**src/rtl/pong_fb_pkg.sv**
```systemverilog
// rtl/pong_fb_pkg.sv - shared sizes and FSM state type for the Pong framebuffer arbiter
package pong_fb_pkg;
    localparam int X_MAX_DEF  = 320;
    localparam int Y_MAX_DEF  = 240;
    localparam int DATA_W_DEF = 8;
    localparam int ADDR_W_DEF = 17;
    localparam int X_W        = 10;
    localparam int Y_W        = 9;

    typedef enum logic [1:0] {
        IDLE,
        RD_ADDR,
        RD_CAP,
        WR
    } fb_state_t;
endpackage

```
**src/rtl/pong_scan_counter.sv**
```systemverilog
// rtl/pong_scan_counter.sv - raster x/y wrap counters with line and frame end strobes
module pong_scan_counter
    import pong_fb_pkg::*;
#(
    parameter int X_MAX = X_MAX_DEF,
    parameter int Y_MAX = Y_MAX_DEF
) (
    input  logic           clk,
    input  logic           reset,
    input  logic           pix_ce,
    output logic [X_W-1:0] scan_x,
    output logic [Y_W-1:0] scan_y,
    output logic           line_end,
    output logic           frame_end
);
    localparam logic [X_W-1:0] X_LAST = X_W'(X_MAX - 1);
    localparam logic [Y_W-1:0] Y_LAST = Y_W'(Y_MAX - 1);

    always_ff @(posedge clk or posedge reset) begin
        if (reset) begin
            scan_x    <= '0;
            scan_y    <= '0;
            line_end  <= 1'b0;
            frame_end <= 1'b0;
        end else begin
            line_end  <= 1'b0;
            frame_end <= 1'b0;
            if (pix_ce) begin
                if (scan_x == X_LAST) begin
                    scan_x   <= '0;
                    line_end <= 1'b1;
                    if (scan_y == Y_LAST) begin
                        scan_y    <= '0;
                        frame_end <= 1'b1;
                    end else begin
                        scan_y <= scan_y + 1'b1;
                    end
                end else begin
                    scan_x <= scan_x + 1'b1;
                end
            end
        end
    end
endmodule

```
**src/rtl/fb_scan_arbiter.sv**
```systemverilog
// rtl/fb_scan_arbiter.sv - scan-out read / game write arbiter for the single-port framebuffer RAM
module fb_scan_arbiter
    import pong_fb_pkg::*;
#(
    parameter int X_MAX  = X_MAX_DEF,
    parameter int Y_MAX  = Y_MAX_DEF,
    parameter int DATA_W = DATA_W_DEF,
    parameter int ADDR_W = ADDR_W_DEF
) (
    input  logic              clk,
    input  logic              reset,
    input  logic              pix_ce,
    output logic [X_W-1:0]    scan_x,
    output logic [Y_W-1:0]    scan_y,
    output logic              line_end,
    output logic              frame_end,
    output logic [DATA_W-1:0] pix_data,
    output logic              pix_valid,
    input  logic              wr_req,
    input  logic [X_W-1:0]    wr_x,
    input  logic [Y_W-1:0]    wr_y,
    input  logic [DATA_W-1:0] wr_data,
    output logic              wr_ack,
    output logic              wr_err,
    output logic              mem_en,
    output logic              mem_we,
    output logic [ADDR_W-1:0] mem_addr,
    output logic [DATA_W-1:0] mem_wdata,
    input  logic [DATA_W-1:0] mem_rdata,
    output logic              overrun
);
    fb_state_t         state;
    logic              rd_pending;
    logic [ADDR_W-1:0] rd_addr;
    logic [ADDR_W-1:0] cur_addr;
    logic              wr_oob;
    logic              wr_oob_q;

    function automatic logic [ADDR_W-1:0] pix_addr(input logic [X_W-1:0] x, input logic [Y_W-1:0] y);
        return ADDR_W'(y) * ADDR_W'(X_MAX) + ADDR_W'(x);
    endfunction

    pong_scan_counter #(
        .X_MAX(X_MAX),
        .Y_MAX(Y_MAX)
    ) u_scan (
        .clk      (clk),
        .reset    (reset),
        .pix_ce   (pix_ce),
        .scan_x   (scan_x),
        .scan_y   (scan_y),
        .line_end (line_end),
        .frame_end(frame_end)
    );

    assign cur_addr = pix_addr(scan_x, scan_y);
    assign wr_oob   = (wr_x >= X_W'(X_MAX)) || (wr_y >= Y_W'(Y_MAX));

    always_ff @(posedge clk or posedge reset) begin
        if (reset) begin
            state      <= IDLE;
            rd_pending <= 1'b0;
            rd_addr    <= '0;
            wr_oob_q   <= 1'b0;
            pix_data   <= '0;
            pix_valid  <= 1'b0;
            wr_ack     <= 1'b0;
            wr_err     <= 1'b0;
            mem_en     <= 1'b0;
            mem_we     <= 1'b0;
            mem_addr   <= '0;
            mem_wdata  <= '0;
            overrun    <= 1'b0;
        end else begin
            pix_valid <= 1'b0;
            wr_ack    <= 1'b0;
            wr_err    <= 1'b0;
            mem_en    <= 1'b0;
            mem_we    <= 1'b0;

            if (pix_ce) begin
                rd_addr    <= cur_addr;
                rd_pending <= 1'b1;
                if (rd_pending) overrun <= 1'b1;
            end

            case (state)
                IDLE: begin
                    if (rd_pending) begin
                        // A pix_ce landing now supersedes the older pending address,
                        // so only the newest position is ever read out.
                        state      <= RD_ADDR;
                        mem_en     <= 1'b1;
                        mem_addr   <= pix_ce ? cur_addr : rd_addr;
                        rd_pending <= 1'b0;
                    end else if (wr_req) begin
                        state    <= WR;
                        wr_oob_q <= wr_oob;
                        if (!wr_oob) begin
                            mem_en    <= 1'b1;
                            mem_we    <= 1'b1;
                            mem_addr  <= pix_addr(wr_x, wr_y);
                            mem_wdata <= wr_data;
                        end
                    end
                end
                RD_ADDR: state <= RD_CAP;
                RD_CAP: begin
                    pix_data  <= mem_rdata;
                    pix_valid <= 1'b1;
                    state     <= IDLE;
                end
                WR: begin
                    wr_ack <= 1'b1;
                    wr_err <= wr_oob_q;
                    state  <= IDLE;
                end
                default: state <= IDLE;
            endcase
        end
    end
endmodule

```
**config.mk**
```make
export PLATFORM = sky130hd
export DESIGN_NAME = fb_scan_arbiter
export DESIGN_NICKNAME = d
export VERILOG_FILES = /design/src/rtl/pong_fb_pkg.sv /design/src/rtl/pong_scan_counter.sv /design/src/rtl/fb_scan_arbiter.sv
export SDC_FILE = /design/constraint.sdc
export NUM_CORES = 1
export LEC_CHECK = 0
export ABC_AREA = 1
export ABC_CLOCK_PERIOD_IN_PS = 2260
export CORE_ASPECT_RATIO = 1.25
export CORE_MARGIN = 3
export CORE_UTILIZATION = 48
export CTS_BUF_LIST = sky130_fd_sc_hd__clkbuf_8
export DETAILED_ROUTE_END_ITERATION = 12
export PLACE_DENSITY = 0.83
export SYNTH_ARGS = -nofsm -noshare
export SYNTH_HDL_FRONTEND = slang
export SYNTH_SLANG_ARGS = --single-unit
```
**constraint.sdc**
```tcl
create_clock -name clk -period 2.26 [get_ports clk]
set_input_delay 0.226 -clock clk [delete_from_list [all_inputs] [get_ports clk]]
set_output_delay 0.226 -clock clk [all_outputs]
set_load 0.01 [all_outputs]
```
[Word level (Yosys, flattened, before mapping)]
Cells that the tools add are included.
W data, S select, Z words.
Storage, ports and cells
  flip-flop bits (word level): 81
  input port bits: 39
  output and inout port bits: 60
  logic and storage cells: 69
Cells by class
  add/sub/neg operators: 4
  multiply operators: 2
  order comparisons: 2
  eq/ne operators: 7
  multiplexer cells: 26
  bitwise gates (word level): 2
  reductions and logical operators: 9
Operators with widths (number)
  $mux W17: 4
  $add A17 B10 Y17: 2
  $mul A9 B3 Y11 const B: 2
  $mux W1: 17
  $add A10 B1 Y10 const B: 1
  $eq A10 B9 Y1 const B: 1
  $ge A10 B9 Y1 const B: 1
  $mux W10: 1
  $add A9 B1 Y9 const B: 1
  $eq A9 B8 Y1 const B: 1
  $ge A9 B8 Y1 const B: 1
  $mux W9: 1
  $pmux W2 S3: 1
  $reduce_and A3 Y1: 2
  $eq A2 B2 Y1 const B: 2
  $mux W2: 2
  $reduce_and A2 Y1: 2
  $reduce_and A4 Y1: 1
  $ne A3 B3 Y1 const B: 1
  $eq A2 B1 Y1 const B: 1
  $logic_not A2 Y1: 1
  $ne A2 B2 Y1 const B: 1
  $not A1 Y1: 2
  $reduce_bool A2 Y1: 1
  other kinds (2): 2

[Logic depth before layout (Yosys ltp)]
  word-level depth: 6
  depth in mapped cells: 17

[By module]
A second synthesis with hierarchy kept.
Unflattened totals
  cells, all modules: 645
  area total of the unflattened synthesis: 4917.2 um^2
Modules (own cells, without submodules)
  fb_scan_arbiter: instances 1, cells an instance 498, area an instance 3796.1 um^2
  pong_scan_counter: instances 1, cells an instance 147, area an instance 1121.1 um^2

[Worst setup path after synthesis]
No wires, ideal clock.
  kind: reg-to-reg
  from: reg u_scan.scan_y[1]
  to: reg mem_addr[13]
  setup time: 0.116 ns
  arrival time: 2.338 ns
  data required time: 2.144 ns
  path slack: -0.194 ns
  cell stages (with the launch flop): 15
  path buffers: 0
  cell sequence: dfrtp_1 > ha_1 > ha_1 > fa_1 > nand2_1 > clkinv_1 > a22oi_1 > nand2_1 > nand2_1 > nor2_2 > xor2_1 > nand2_1 > nand3_1 > nand2_1 > nand2_1
Between the ends
  cells in the longest elaborated chain, start to end: 4
Ends and longest elaborated chain
  start, declared: line pong_scan_counter.sv:12  | output logic [Y_W-1:0] scan_y,
  start signal, assigned: line pong_scan_counter.sv:36  | scan_y <= scan_y + 1'b1;
  $mul A9 B3 Y11: line fb_scan_arbiter.sv:40  | return ADDR_W'(y) * ADDR_W'(X_MAX) + ADDR_W'(x);
  $add A17 B10 Y17: line fb_scan_arbiter.sv:40
  $mux W17
  $mux W17: line fb_scan_arbiter.sv:89  | if (rd_pending) begin
  end signal, assigned: line fb_scan_arbiter.sv:94  | mem_addr <= pix_ce ? cur_addr : rd_addr;
  end signal, assigned: line fb_scan_arbiter.sv:102  | mem_addr <= pix_addr(wr_x, wr_y);
  end, declared: line fb_scan_arbiter.sv:27  | output logic [ADDR_W-1:0] mem_addr,
Every way passes these cells.
A chain may end at the register's enable or synchronous reset.

[Final worst setup path]
Same ends and word-level chain as after synthesis.

==> flow_metrics.py <==
metrics = {
    "detailed_routing": {
        "routedWlPerCell_um": 14.0,
        "route.detailed.drc": 0,
        "first_iter_violations": 206,
        "vias": 4530,
        "first_pass_iters": 4,
        "ant_nets": 0,
        "drt-total-wl_um": 12300,
        "viasPerCell": 5.17,
    },
    "setup_path": {
        "cpMostUsedCell": "nand2_1",
        "reg2reg_to": "mem_addr[13]$_DFFE_PP0P_",
        "slowest_stage": "fa_2",
        "max_stage_delay_ns": 0.47,
        "cp-start-kind": "flip-flop",
        "crit_arrival_ns": 2.67,
        "worstPathCellList": "ha_4 -> ha_4 -> fa_2 -> buf_4 -> a22oi_2 -> nand2_1 -> nand2_2 -> nor2_4 -> xor2_1 -> nand2_1 -> nand3_1 -> nand2_1 -> nand2_1",
        "r2r_setup_slack_ns": -0.16,
        "ff2ff_path_depth": 13,
        "r2r-start": "u_scan.scan_y[1]$_DFFE_PP0P_",
        "worstSetupPathType": "reg -> reg",
        "path_max_fanout": 4,
        "endpoint_kind": "flip-flop",
        "cp.required_ns": 2.52,
    },
    "power_and_ir_drop": {
        "finalPower_uw": 6390,
        "p_int_uw": 4010,
        "p_clk_share_pct": 17.6,
        "p_leak_uw": 0.00336,
        "pwr-share-seq_pct": 35.5,
        "p_sw_uw": 2390,
        "p_sw_share_pct": 37.4,
        "combPwrFrac_pct": 46.9,
        "ir_drop_mv": 0.591,
        "power_density_nw_per_um2": 952,
    },
    "synthesis": {
        "syn_nets": 672,
        "syn_area_per_cell_sq_um": 8.16,
        "synth_area_leaders": "dfrtp_1, nand2_1, ha_1",
        "synth_cells": 591,
        "synth_top_area_cell": "dfrtp_1",
        "synth_top_area_share_pct": 42.0,
        "yosysWarnings": 0,
        "synth_flop_cell": "dfrtp_1",
        "async_flop_share_pct": 100,
        "synth_cell_types": 40,
        "netlist_area_sq_um": 4820,
        "synth_edf_count": 0,
        "synth_seq_cells": 81,
        "seq_area_frac_synth_pct": 42.0,
    },
    "cts": {
        "path_clk_slew_ns": 0.08,
        "cts_hold_buf": 0,
        "cts_tree": "yes",
        "root_buffer": "clkbuf_8",
        "clk_latency_ns": 0.36,
        "cts_buffer_depth": 2,
        "cts.sinks": 81,
        "cts.htree.levels": 3,
        "numCtsBuffers": 9,
    },
    "timing": {
        "max_freq_ghz": 0.414,
        "max_slew.worst_pin.slew_ns": 0.639,
        "finClkSkew_ns": 0.00757,
        "post-route-period-util_pct": 107,
        "setup_ws_ns": -0.157,
        "fin_crit_ns": 2.42,
        "rsz0062_at_grt": "yes",
        "finalSetupViolCount": 8,
        "drv_slew": 0,
        "hold_slack_ns": 0.315,
        "finalHoldViolations": 0,
        "max_slew_margin_pct": 57.2,
    },
    "floorplanning": {
        "ios": 99,
        "die_width_um": 95.7,
        "die-area_sq_um": 11300,
        "rows": 40,
        "core_region_area_sq_um": 9710,
        "die_h_um": 118,
        "start_util_pct": 49.7,
    },
    "grt": {
        "grt_pass1_vias": 4482,
        "antenna_found_initial": 0,
        "grt_overflow": 0,
        "grt_max_degree": 82,
        "grt_use_total_pct": 22.3,
        "grt_pass1_wl_um": 20300,
    },
    "cells_and_area": {
        "utilization_pct": 69.2,
        "stdcell_area_sq_um": 6720,
        "layout_common_cells": "nand2_1, clkdlybuf4s50_1, dfrtp_1, inv_1, buf_4",
        "fin_nets": 827,
        "drive_above_1_share_pct": 19.0,
        "area_growth_pct": 39.3,
        "antenna_cells": 0,
        "final_common_cell": "nand2_1",
    },
    "min_path": {
        "hold_class": "in -> async",
    },
    "placed_design": {
        "io_buffers": 98,
        "dp_hpwl_um": 9080,
        "gp_congestion": 0.894,
        "placed_area_sq_um": 6320,
    },
    "flow_run": {
        "max_cap_violations": 0,
    },
    "status": {
        "outcome": "finished, violations left",
        "failed_checks": "setup timing",
    },
}
worst max path at each step:
stage,startpoint,cells after the start,endpoint
floorplan,u_scan.scan_y[1]$_DFFE_PP0P_,14,mem_addr[15]$_DFFE_PP0P_
global placement,wr_y[1],17,mem_addr[15]$_DFFE_PP0P_
detailed placement,wr_y[1],17,mem_addr[15]$_DFFE_PP0P_
CTS,u_scan.scan_y[3]$_DFFE_PP0P_,14,mem_addr[13]$_DFFE_PP0P_
global route,u_scan.scan_y[3]$_DFFE_PP0P_,14,mem_addr[13]$_DFFE_PP0P_
finish,u_scan.scan_y[1]$_DFFE_PP0P_,13,mem_addr[13]$_DFFE_PP0P_
synthesized netlist by cell type, types with 2 or more instances:
library cell  number
nor2_2             6
dfrtp_1           81
o21bai_1           2
nand2_1          183
a31oi_1            9
a31o_2             2
xnor2_1            2
nor3_2             2
nor2_4             3
nor4_2             2
nor4_1             2
xor2_1             8
clkbuf_1           5
nand2_2            5
nor3b_1            3
o21a_1             3
ha_1              38
nand3b_1           3
nand3_1           37
nor3_1             9
o21ai_0           16
buf_2              5
nor2_1            33
inv_2             11
o21ai_1            9
a21oi_1           21
nand4_2            2
mux2_2             8
nand4_1            9
inv_1             59
fa_1               4
routing by layer:
metal  up-vias  wire, um  global-route usage, %  part of all wire [%]
li1       2229         -                      -                     -
met1      2161      4850                   27.0                    39
met2       111      6580                   38.6                    54
met3        29       516                   4.09                   4.2
met4         0       349                   8.45                   2.8
met5         -         0                      0                     0
what timing repair did:
item	in CTS	in global routing
setup buffers	1	5
endpoints found under the setup margin	11	13
pin swaps	10	7
gates resized for setup	11	12
power groups by stage:
stage | Sequential [uW] | Combinational, uW | Clock, uW
floorplan | 2420 | 1360 | 0
global placement | 2260 | 2800 | 0
detailed placement | 2290 | 2890 | 0
CTS | 2270 | 2950 | 1140
global route | 2330 | 3320 | 1200
finish | 2270 | 3000 | 1130
critical path: cells and delay by family (launching register included):
| kind | cells | cell delay (ns) |
|---|---|---|
| adder cells (fa/ha/maj) | 3 | 0.89 |
| AND/OR/NAND/NOR | 7 | 0.50 |
| flip-flops | 1 | 0.43 |
| AO/OA/AOI/OAI | 1 | 0.19 |
| buffers and inverters | 1 | 0.16 |
| XOR/XNOR | 1 | 0.13 |
final cells by class:
| type | instances | area, sq um |
|---|---|---|
| Clock inverter | 5 | 61.3 |
| Sequential cell | 81 | 2030 |
| Clock buffer | 11 | 151 |
| Tap cell | 126 | 158 |
| Inverter | 72 | 277 |
| Fill cell | 724 | 2990 |
| Timing Repair Buffer | 154 | 1410 |
| Multi-Input combinational cell | 428 | 2630 |
cell families (layout without fill, tap and decap cells):
group	after synthesis	after routing	synth area share (%)
adder cells (fa/ha/maj)	42	42	11.5
XOR/XNOR	11	11	2.15
AND/OR/NAND/NOR	303	303	28.3
multiplexers	8	8	1.87
flip-flops	81	81	42.0
AO/OA/AOI/OAI	64	64	7.57
buffers and inverters	82	242	6.54
registers in the layout, indices dropped and copies added, names as in the netlist, 2 cells and up:
| name | count |
|---|---|
| mem_addr | 17 |
| rd_addr | 17 |
| u_scan.scan_x | 10 |
| u_scan.scan_y | 9 |
| mem_wdata | 8 |
| pix_data | 8 |
| state | 2 |
per-stage QoR:
| step | TNS [ns] | setup slack, ns | instances |
|---|---|---|---|
| after floorplan | -0.431 | -0.128 | 591 |
| after global placement | -2.23 | -0.416 | 855 |
| after detailed placement | -2.76 | -0.485 | 855 |
| after CTS | -0.938 | -0.205 | 872 |
| after global routing | -1.87 | -0.275 | 877 |
| final | -0.699 | -0.157 | 877 |
(Power assumes the default switching activity.)
